[src/rtl/alu_pkg.sv]
// Shared definitions for the MIPS datapath ALU: operation codes and data width.
package alu_pkg;

    // Data path width
    localparam int ALU_W = 32;

    // Operation select codes driven by the ALU decoder
    localparam logic [2:0] ALU_AND  = 3'b000;
    localparam logic [2:0] ALU_OR   = 3'b001;
    localparam logic [2:0] ALU_ADD  = 3'b010;
    localparam logic [2:0] ALU_RSVD = 3'b011;
    localparam logic [2:0] ALU_ANDN = 3'b100;
    localparam logic [2:0] ALU_ORN  = 3'b101;
    localparam logic [2:0] ALU_SUB  = 3'b110;
    localparam logic [2:0] ALU_SLT  = 3'b111;

    // True for the codes that need the adder in subtract mode
    function automatic logic needs_subtract(input logic [2:0] code);
        return (code == ALU_SUB) || (code == ALU_SLT);
    endfunction

endpackage

[src/rtl/alu_addsub.sv]
// Shared 32-bit adder/subtractor used by ADD, SUB and SLT.
// Subtraction is done as a + ~b + 1 so one carry chain serves both modes.
module alu_addsub
    import alu_pkg::*;
(
    input  logic [ALU_W-1:0] a,
    input  logic [ALU_W-1:0] b,
    input  logic             sub,
    output logic [ALU_W-1:0] sum,
    output logic             carry,
    output logic             overflow
);

    logic [ALU_W-1:0] b_eff;
    logic [ALU_W:0]   wide_sum;

    // Conditionally invert b, add with carry-in = sub, and derive signed overflow
    always_comb begin
        b_eff    = b ^ {ALU_W{sub}};
        wide_sum = {1'b0, a} + {1'b0, b_eff} + {{ALU_W{1'b0}}, sub};
        sum      = wide_sum[ALU_W-1:0];
        carry    = wide_sum[ALU_W];
        // Overflow: both addends share a sign and the sum's sign differs from it
        overflow = (a[ALU_W-1] == b_eff[ALU_W-1]) && (sum[ALU_W-1] != a[ALU_W-1]);
    end

endmodule

[src/rtl/alu.sv]
// 32-bit MIPS ALU with registered result and zero flag (one cycle latency).
module alu
    import alu_pkg::*;
(
    input  logic             clk,
    input  logic             reset,
    input  logic [ALU_W-1:0] operand1,
    input  logic [ALU_W-1:0] operand2,
    input  logic [2:0]       ALU_control,
    output logic [ALU_W-1:0] result,
    output logic             isZero
);

    logic             sub_mode;
    logic [ALU_W-1:0] arith_sum;
    logic             carry_unused;
    logic             arith_overflow;
    logic             less_than;
    logic [ALU_W-1:0] next_result;
    logic             next_zero;

    assign sub_mode = needs_subtract(ALU_control);

    alu_addsub u_addsub (
        .a        (operand1),
        .b        (operand2),
        .sub      (sub_mode),
        .sum      (arith_sum),
        .carry    (carry_unused),
        .overflow (arith_overflow)
    );

    // Select the next result; SLT corrects the sign of A-B by its overflow
    always_comb begin
        next_result = '0;
        less_than   = arith_sum[ALU_W-1] ^ arith_overflow;
        case (ALU_control)
            ALU_AND:  next_result = operand1 & operand2;
            ALU_OR:   next_result = operand1 | operand2;
            ALU_ADD:  next_result = arith_sum;
            ALU_SUB:  next_result = arith_sum;
            ALU_SLT:  next_result = {{(ALU_W-1){1'b0}}, less_than};
            ALU_ANDN: next_result = operand1 & ~operand2;
            ALU_ORN:  next_result = operand1 | ~operand2;
            ALU_RSVD: next_result = '0;
            default:  next_result = '0;
        endcase
        next_zero = (next_result == '0);
    end

    // Output registers; synchronous reset leaves a zero result with the flag set
    always_ff @(posedge clk) begin
        if (reset) begin
            result <= '0;
            isZero <= 1'b1;
        end else begin
            result <= next_result;
            isZero <= next_zero;
        end
    end

endmodule

[config.mk]
export PLATFORM = sky130hd
export DESIGN_NAME = alu
export DESIGN_NICKNAME = d
export VERILOG_FILES = /design/src/rtl/alu_pkg.sv /design/src/rtl/alu_addsub.sv /design/src/rtl/alu.sv
export SDC_FILE = /design/constraint.sdc
export NUM_CORES = 1
export LEC_CHECK = 0
export BUFFER_PORTS_ARGS = -buffer_cell sky130_fd_sc_hd__buf_2
export CAP_MARGIN = 10
export CORE_MARGIN = 4
export CORE_UTILIZATION = 41
export CTS_BUF_LIST = sky130_fd_sc_hd__clkbuf_16
export CTS_CLUSTER_SIZE = 30
export DETAILED_ROUTE_END_ITERATION = 6
export SYNTH_ARGS = -nofsm -noshare
export SYNTH_HDL_FRONTEND = slang
export SYNTH_SLANG_ARGS = --single-unit
[constraint.sdc]
create_clock -name clk -period 7.1 [get_ports clk]
set_input_delay 1.065 -clock clk [delete_from_list [all_inputs] [get_ports clk]]
set_output_delay 1.065 -clock clk [all_outputs]
set_load 0.005 [all_outputs]
== After elaboration in Yosys (flattened, before gate mapping) ==
Index checks and enable logic that the tools add are counted.
Widths: inputs -> output; s select.

* Register bits: 33
* Input bits: 69
* Output and inout bits: 33
* Word-level logic and storage cells: 26

* Add/subtract/negate cells: 2
* Equality and inequality tests: 9
* Mux-type cells: 1
* Bitwise logic cells: 7
* Reductions and logical operators: 5

{| class="wikitable"
|+ Operator list
! kind !! count
|-
| $pmux 32 s7 || 1
|-
| $and 32x32->32 || 2
|-
| $or 32x32->32 || 2
|-
| $add 32x1->32 || 1
|-
| $add 32x32->32 || 1
|-
| $logic_not 32->1 || 1
|-
| $not 32->32 || 1
|-
| $xor 32x32->32 || 1
|-
| $eq 3x3->1 const B || 4
|-
| $eq 3x2->1 const B || 2
|-
| $eq 3x1->1 const B || 1
|-
| $logic_not 3->1 || 1
|-
| $reduce_or 2->1 || 1
|-
| $eq 1x1->1 || 1
|-
| $logic_and 1x1->1 || 1
|-
| $logic_or 1x1->1 || 1
|-
| $ne 1x1->1 || 1
|-
| $xor 1x1->1 || 1
|}

== Longest topological paths before layout ==
Gate-level depths: netlist of the first run.

* Word-level depth: 10
* Depth in mapped cells: 18
* Depth with buffers taken out: 14

== By module ==
From an unflattened synthesis of the first run, not the netlist that was laid out.

* Cells, all modules: 542
* Area, all modules: 4093.9 µm²

{| class="wikitable"
|+ Modules (own cells, without submodules)
! module !! times used !! cells each !! area an instance (µm²) !! seq. area each (µm²)
|-
| alu_addsub || 1 || 309 || 2174.6 || 0.0
|-
| alu || 1 || 233 || 1919.3 || 660.6
|}

== Worst setup path before layout of the first run ==
No wires, ideal clock.

* Path type: in2reg
* Start: input ALU_control[2]
* End: register isZero
* Setup time: 0.059 ns
* Data arrival time: 5.154 ns
* Required time: 7.041 ns
* Path slack: 1.887 ns
* Stages on the path: 18
* Buffers on the path: 5
* Cell sequence: buf_2 > buf_2 > buf_1 > nand2_1 > buf_1 > xnor2_1 > ha_1 > clkbuf_1 > nand4_1 > o221ai_1 > a31oi_2 > o311ai_2 > a21oi_1 > o41ai_1 > mux2i_1 > nand3_1 > nor4b_2 > a31o_1

* Cells in the longest elaborated chain, start to end: 10
* Elaborated cells on any way between the ends: 19
* Those cells by class: 2 x add/sub; 9 x eq/ne; 1 x mux; 2 x bitwise; 5 x reduce/logical

{| class="wikitable"
|+ RTL lines
! element !! RTL line !! source
|-
| from (decl) || alu.sv:9 || <nowiki>input logic [2:0] ALU_control,</nowiki>
|-
| $eq 3x3->1 || alu_pkg.sv:19, alu.sv:37 ||
|-
| $logic_or 1x1->1 || alu_pkg.sv:19 || <nowiki>return (code == ALU_SUB) || (code == ALU_SLT);</nowiki>
|-
| $xor 32x32->32 || alu_addsub.sv:19 || <nowiki>b_eff = b ^ {ALU_W{sub}};</nowiki>
|-
| $add 32x32->32 || alu_addsub.sv:20 || <nowiki>wide_sum = {1'b0, a} + {1'b0, b_eff} + {{ALU_W{1'b0}}, sub};</nowiki>
|-
| $add 32x1->32 || alu_addsub.sv:20 ||
|-
| $ne 1x1->1 || alu_addsub.sv:24 || <nowiki>overflow = (a[ALU_W-1] == b_eff[ALU_W-1]) && (sum[ALU_W-1] != a[ALU_W-1]);</nowiki>
|-
| $logic_and 1x1->1 || alu_addsub.sv:24 ||
|-
| $xor 1x1->1 || alu.sv:36 || <nowiki>less_than = arith_sum[ALU_W-1] ^ arith_overflow;</nowiki>
|-
| $pmux 32 s7 * || alu.sv:37 || <nowiki>case (ALU_control)</nowiki>
|-
| $logic_not 32->1 * || alu.sv:48 || <nowiki>next_zero = (next_result == '0);</nowiki>
|-
| to (signal assigned) || alu.sv:58 || <nowiki>isZero <= next_zero;</nowiki>
|-
| to (decl) || alu.sv:11 || <nowiki>output logic isZero</nowiki>
|}

Every way passes the cells marked *; elsewhere a longest branch is shown, timed or not.
A chain may end at the register's enable or synchronous reset.

== Final worst setup path of the first run ==
* Start: input ALU_control[1]
* End: register isZero

Same word-level chain as after synthesis.

==> results of run 1 <==
-- kinds of logic (layout without fill, tap and decap cells) --
group / count (synthesis) / in the layout
XOR/XNOR: 80 / 80
flip-flops: 33 / 33
multiplexers: 3 / 3
buffers and inverters: 48 / 127
adder cells (fa/ha/maj): 59 / 59
AO/OA/AOI/OAI: 149 / 149
AND/OR/NAND/NOR: 161 / 161
-- synth_stat cells, drive strengths merged, types with 2 or more instances --
master,instances
nor3b,2
or2,3
a22oi,9
a41oi,2
clkbuf,15
a2111oi,2
buf,17
o22ai,2
a311oi,4
nor2,45
nor3,11
o221ai,2
a21boi,2
o211ai,9
dfxtp,33
and2,3
nand3,12
and4,3
inv,15
o31ai,4
nor2b,10
or3,2
mux2i,2
nor4,4
nand4,14
a21oi,48
o21a,4
nand2b,6
a31oi,7
o41ai,2
xnor2,45
a21o,7
nand2,36
xor2,35
maj3,28
ha,30
and3,7
a211oi,7
o311ai,2
o21ai,23
-- sequential cells by signal (all words and copies together), names as in the netlist --
register and cells:
isZero 1, result 32
-- critical path: cells and delay by family --
kind / cells / cell delay [ns]
AOI/OAI and AO/OA: 7 / 1.41
and+or+nand+nor: 3 / 1.21
xor gates and xnor gates: 1 / 0.45
adders and majority gates: 1 / 0.42
buffers and inverters: 2 / 0.37
muxes: 1 / 0.34
-- layout make-up --
| cell class | count | area (sq um) | area share (%) |
|---|---|---|---|
| multi-input cells | 452 | 3270 | 67.9 |
| flip-flops and latches | 33 | 661 | 13.7 |
| repair buffers | 104 | 528 | 11.0 |
| well taps | 133 | 166 | 3.45 |
| clock buffers | 5 | 125 | 2.60 |
| inverters | 15 | 56.3 | 1.17 |
| clock inverters | 3 | 12.5 | 0.260 |
-- layer usage --
layer / track usage (%) / vias to the layer above
met5: 0 / -
met3: 2.37 / 18
li1: - / 2099
met2: 32.7 / 150
met4: 6.49 / 0
met1: 29.4 / 2004
-- through the flow --
step | power [W] | hold WS [ns] | std cells | cell area [sq um] | utilization [%]
3_3_place_gp | 0.000646 | 1.44 | 737 | 4680 | 47.5
5_1_grt | 0.000909 | 1.26 | 745 | 4820 | 48.8
3_5_place_dp | 0.000648 | 1.44 | 737 | 4680 | 47.5
4_1_cts | 0.000854 | 1.23 | 745 | 4820 | 48.8
6_report | 0.000855 | 1.23 | 745 | 4820 | 48.8
2_1_floorplan | 0.000533 | 1.14 | 533 | 4180 | -
-- cells in the final DEF (no fill, tap or decap), types with 3 or more instances in the layout --
| cell type | netlist | final |
|---|---|---|
| nand2b_1 | 6 | 6 |
| maj3_1 | 28 | 28 |
| ha_1 | 30 | 30 |
| buf_2 | 4 | 101 |
| a211oi_1 | 6 | 6 |
| nor2_1 | 45 | 45 |
| buf_4 | 1 | 3 |
| nor2b_1 | 10 | 10 |
| xor2_1 | 35 | 35 |
| xnor2_1 | 45 | 45 |
| and3_1 | 7 | 7 |
| nand2_1 | 36 | 35 |
| inv_1 | 15 | 15 |
| a21o_1 | 7 | 7 |
| nand4_1 | 14 | 14 |
| nand3_1 | 12 | 12 |
| and4_1 | 3 | 3 |
| nor4_1 | 4 | 4 |
| nor3_1 | 11 | 11 |
| a311oi_1 | 3 | 3 |
| o21ai_0 | 22 | 22 |
| and2_1 | 3 | 3 |
| a21oi_1 | 48 | 48 |
| dfxtp_1 | 33 | 33 |
| a22oi_1 | 9 | 9 |
| a31oi_1 | 6 | 6 |
| clkbuf_16 | 0 | 5 |
| o211ai_1 | 7 | 7 |
-- worst min-delay path by stage --
stage | start | cells after the start | end
CTS | operand1[3] | 4 | result[3]
floorplan | reset | 1 | result[11]
global route | operand1[5] | 4 | result[5]
finish | operand1[5] | 4 | result[5]
global placement | result[27] | 1 | result[27]
detailed placement | result[26] | 1 | result[26]
-- where the power goes --
part / internal, W / switching [W]
clock: 0.000126 / 0.0000765
combinational: 0.000184 / 0.000261
sequential: 0.000203 / 0.00000360
==> results.toml, run 1 <==
[synth]
synth_compound_area_share_pct = 25.3
yosysTopAreaCell = "dfxtp_1"
yosysSeqAreaShare_pct = 15.8
netlist_top_cells_area = "dfxtp_1 (16%), xnor2_1 (9.4%), ha_1 (9.0%), xor2_1 (7.3%), maj3_1 (6.7%)"
synth_edf_count = 0
syn_nets = 633
async_reset_ff_share_pct = 0
synth.distinct_cells = 74
synthFlopType = "dfxtp_1"
synth_top_family_by_area = "compound AO/OA/AOI/OAI gates"
synthMuxAreaShare_pct = 0.839
syn-instance-count = 533
yosysWarnings = 0
synthAdderAreaFrac_pct = 16.2
netlist_area_sq_um = 4180
synth_top_area_share_pct = 15.8
synth_xor_xnor_area_share_pct = 16.8
yosys.area_share.simple_pct = 19.1
synth-seq-cells = 33
syn_avg_cell_area_sq_um = 7.83

[floorplanning]
rows = 36
core_sq_um = 9860
die_w_microns = 109
die-height_microns = 109
start_util_pct = 42.3
dieArea_sq_um = 11900
pin_count = 102

[route]
wl_met1_microns = 5990
antenna_left = 0
wl_met3_microns = 774
drc = 0
topRoutingLayerUsed = "met4"
firstDrtPassIters = 5
routed_wl_microns = 12600
vias = 4271
wl_met2_microns = 5650
avgRoutedWirePerCell_microns = 17.0
initialDrtViolationCount = 234
avgViaCountPerCell = 5.73

[cells_and_area]
nets = 711
syn2layout_area_growth_pct = 15.4
num-fill-cells = 955
drive_gt1_share_pct = 21.4
antenna_cells = 0

[setup_path]
cp_slowest_cell = "nand2_2"
slowest_delay_ns = 0.65
crit_type = "input port to flop"
cp_cell_sequence = "buf_2 -> nand2_2 -> xnor2_1 -> inv_1 -> fa_1 -> nor2b_1 -> o221a_4 -> o21a_4 -> a311o_2 -> o31ai_4 -> a31oi_1 -> mux2_4 -> a21oi_1 -> nor4b_2 -> a31o_1"
cp.required_ns = 7.33
start_kind = "input port"
cp-startpoint = "ALU_control[1]"
arrival_ns = 5.29
crit_path_end_kind = "flop"
path_max_fanout = 32
timing.critical_path.to = "isZero"

[sta]
timing.fmax_mhz = 197
fin_setup_tns_ns = 0
post-route-period-util_pct = 71.3
slew_headroom_pct = 31.6
tightest_slew_ns = 1.02
rsz0062_at_grt = "no"
final.min_clock_period_ns = 5.06
hold_violations = 0
setup_viol = 0
setup_ws_ns = 2.04
slew_violations = 0

[cts]
clock-sinks = 33
path_clk_slew_ns = 0.05
tritoncts = "done"
ctsHoldBuffers = 0
cts_made_buffers = 5
clk_path_buf_depth = 2
htree_levels = 2
cts_setup_buffers = 0
cts-resized-gates = 0
clockRootBuffer = "clkbuf_16"

[pwr]
power-per-cell-area_nw_per_um2 = 177
p_leak_nw = 2.05
peakVddDrop_v = 0.000134

[place]
place_worst_setup_slack_ns = 1.76
globalplace.congestion = 0.886
io_buffers = 101
hpwl_microns = 9690

[grt]
grt_max_degree = 43
grt_pass1_wl_microns = 19500
grt.total_usage_pct = 20.7
grt_pass1_vias = 3881
grt_antenna_before_repair = 0
grt_overflow = 0

[worst_hold_path]
hold_class = "input port to flop"

[flow_run]
cap_viol_max_count = 0

[status]
status = "finished clean"
No activity file was read; power rests on OpenSTA's default activity.
==> run 2, diff against run 1 <==
--- a/config.mk
+++ b/config.mk
@@ -5,6 +5,7 @@
 export SDC_FILE = /design/constraint.sdc
 export NUM_CORES = 1
 export LEC_CHECK = 0
+export ABC_AREA = 1
 export BUFFER_PORTS_ARGS = -buffer_cell sky130_fd_sc_hd__buf_2
 export CAP_MARGIN = 10
 export CORE_MARGIN = 4
==> constraint.sdc (replaced) <==
create_clock -name clk -period 5.1 [get_ports clk]
set_input_delay 0.765 -clock clk [delete_from_list [all_inputs] [get_ports clk]]
set_output_delay 0.765 -clock clk [all_outputs]
set_load 0.005 [all_outputs]
==> run 2 against run 1 <==
Critical path type unchanged. Core utilization down 0.72 points. Combinational power is 52% higher. Die area increased by 18%. Hold slack got worse by 0.39 ns. Largest power group unchanged. Sequential cell count unchanged. Area after synthesis increased by 19%. Worst setup slack lost 0.67 ns. First-iteration DRC count up 96%.
==> results.toml, run 2 <==
[route]
drc = 0
avgViaCountPerCell = 5.05
avgRoutedWirePerCell_microns = 14.7
initialDrtViolationCount = 458
antenna_left = 0
firstDrtPassIters = 5
vias = 5829
routed_wl_microns = 17000

[synth]
synth_top_area_share_pct = 23.5
yosysTopAreaCell = "nand2_1"
netlist_top_cells_area = "nand2_1 (23%), dfxtp_1 (13%), inv_1 (11%), ha_1 (7.5%), nor2_1 (7.1%)"
synth-seq-cells = 33
synth_edf_count = 0
yosysSeqAreaShare_pct = 13.3
synthTopCellsByCount = "nand2_1 (312), inv_1 (141), nor2_1 (94)"
syn_avg_cell_area_sq_um = 5.43
async_reset_ff_share_pct = 0
yosysWarnings = 0
synthFlopType = "dfxtp_1"
synth.distinct_cells = 36
netlist_area_sq_um = 4980
synth_most_common_cell = "nand2_1"
syn-instance-count = 917
syn_nets = 1017

[sta]
slew_headroom_pct = 54.6
holdWs_ns = 0.847
setup_viol = 0
tightest_slew_ns = 0.681
slew_violations = 0
timing.fmax_mhz = 268
post-route-period-util_pct = 73.2
final.min_clock_period_ns = 3.73
fin_setup_tns_ns = 0
rsz0062_at_grt = "no"
hold_violations = 0

[cells_and_area]
fin_area_sq_um = 5760
max_flop_register = "result"
top_regs = "result x32, isZero x1"
syn2layout_area_growth_pct = 15.5
mostFrequentLayoutCells = "nand2_1 (312), inv_1 (141), buf_2 (101)"
mostFrequentLayoutCell = "nand2_1"
num-fill-cells = 1347
antenna_cells = 0
post-route-util_pct = 48.1
drive_gt1_share_pct = 14.7
nets = 1107
largest_reg_flops = 32

[setup_path]
cp.required_ns = 5.33
crit_path_end_kind = "flop"
crit_type = "input port to flop"
path_max_fanout = 22
arrival_ns = 3.96
start_kind = "input port"

[place]
globalplace.congestion = 0.971
io_buffers = 101
hpwl_microns = 14100
dpl-instance-area_sq_um = 5590

[cts]
tritoncts = "done"
path_clk_slew_ns = 0.06
clk_path_buf_depth = 2
cts_setup_buffers = 0
htree_levels = 2
clock-sinks = 33
ctsHoldBuffers = 0
cts_made_buffers = 5
cts-resized-gates = 0
clockRootBuffer = "clkbuf_16"

[floorplanning]
die-height_microns = 118
pin_count = 102
dieArea_sq_um = 14000
rows = 40
core_sq_um = 12000
start_util_pct = 41.7
die_w_microns = 118

[status]
status = "finished clean"

[grt]
grt_max_degree = 33
grt_overflow = 0
grt_antenna_before_repair = 0
grt_pass1_wl_microns = 27500
grt.total_usage_pct = 24.3
grt_pass1_vias = 5259

[worst_hold_path]
min_from = "operand1[2]"
hold_class = "input port to flop"
whs_endpoint = "result[2]"
whs_path_depth = 5

[pwr]
total_power_w = 0.00131
power-per-cell-area_nw_per_um2 = 228
p_leak_nw = 3.28
peakVddDrop_v = 0.000104

[flow_run]
cap_viol_max_count = 0
## run 2: changes by cell type after synthesis, moves of 9 or more
cell | before | now
maj3_1 | 28 | 0
nand3b_1 | 0 | 15
xor2_1 | 35 | 19
o211ai_1 | 7 | 17
inv_1 | 15 | 141
nand3_1 | 12 | 70
a22oi_1 | 9 | 0
nand2_1 | 36 | 312
nor2b_1 | 10 | 0
nand2_2 | 0 | 11
nor2_1 | 45 | 94
xnor2_1 | 45 | 29
## run 2: logic make-up after synthesis
group	count (synthesis)	share of synthesized area (%)
AOI/OAI and AO/OA	97	11.1
xor gates and xnor gates	48	8.44
adders and majority gates	31	7.93
buffers and inverters	174	14.0
DFF	33	13.3
and+or+nand+nor	534	45.3
## run 2: worst max-delay path: stages
cell	delay (ns)
buf_2	0.40
buf_4	0.43
xnor2_1	0.19
nor2_1	0.06
a21oi_1	0.12
inv_1	0.05
ha_1	0.37
nand2_1	0.13
nor2_1	0.21
nand2_1	0.14
nor2_1	0.12
nand2_1	0.12
nand3_1	0.11
nand2_1	0.05
nand3_1	0.16
nand2_1	0.07
inv_1	0.07
nand4_1	0.09
nor2_1	0.11
nand4_1	0.09
nand2_1	0.07
## run 2: worst max path at each step
stage | start | endpoint | slack, ns
floorplan | ALU_control[1] | isZero | 1.71
global placement | ALU_control[2] | isZero | 1.09
detailed placement | ALU_control[2] | isZero | 1.08
CTS | ALU_control[2] | isZero | 1.36
global route | ALU_control[2] | isZero | 1.05
finish | ALU_control[2] | isZero | 1.37
## run 2: cell type report
| cell class | instances | area (sq um) | area share (%) |
|---|---|---|---|
| sequential | 33 | 661 | 11.5 |
| multi-input combinational | 710 | 3630 | 63.0 |
| clock buffer | 5 | 125 | 2.17 |
| clock inverter | 3 | 46.3 | 0.804 |
| timing repair buffer | 106 | 543 | 9.43 |
| tap | 147 | 184 | 3.19 |
| inverter | 151 | 569 | 9.89 |
## run 2: stage by stage
| step | worst slack (ns) | std cells |
|---|---|---|
| finish | 1.37 | 1155 |
| floorplan | 1.71 | 917 |
| global placement | 1.09 | 1147 |
| CTS | 1.36 | 1155 |
| global route | 1.05 | 1155 |
| detailed placement | 1.08 | 1147 |
## run 2: power breakdown
group          internal (W)  switching (W)  total [W]
Clock              0.000231       0.000121   0.000352
Sequential         0.000281     0.00000443   0.000285
Combinational      0.000238       0.000438   0.000676
## run 2: layer usage
layer	vias to the layer above	global-route usage (%)	part of all wire, %	routed length [microns]
li1	3050	-	-	-
met2	192	36.3	42	7080
met5	-	0	0	0
met4	0	5.79	1.4	242
met1	2568	36.9	50	8550
met3	19	2.73	6.6	1120
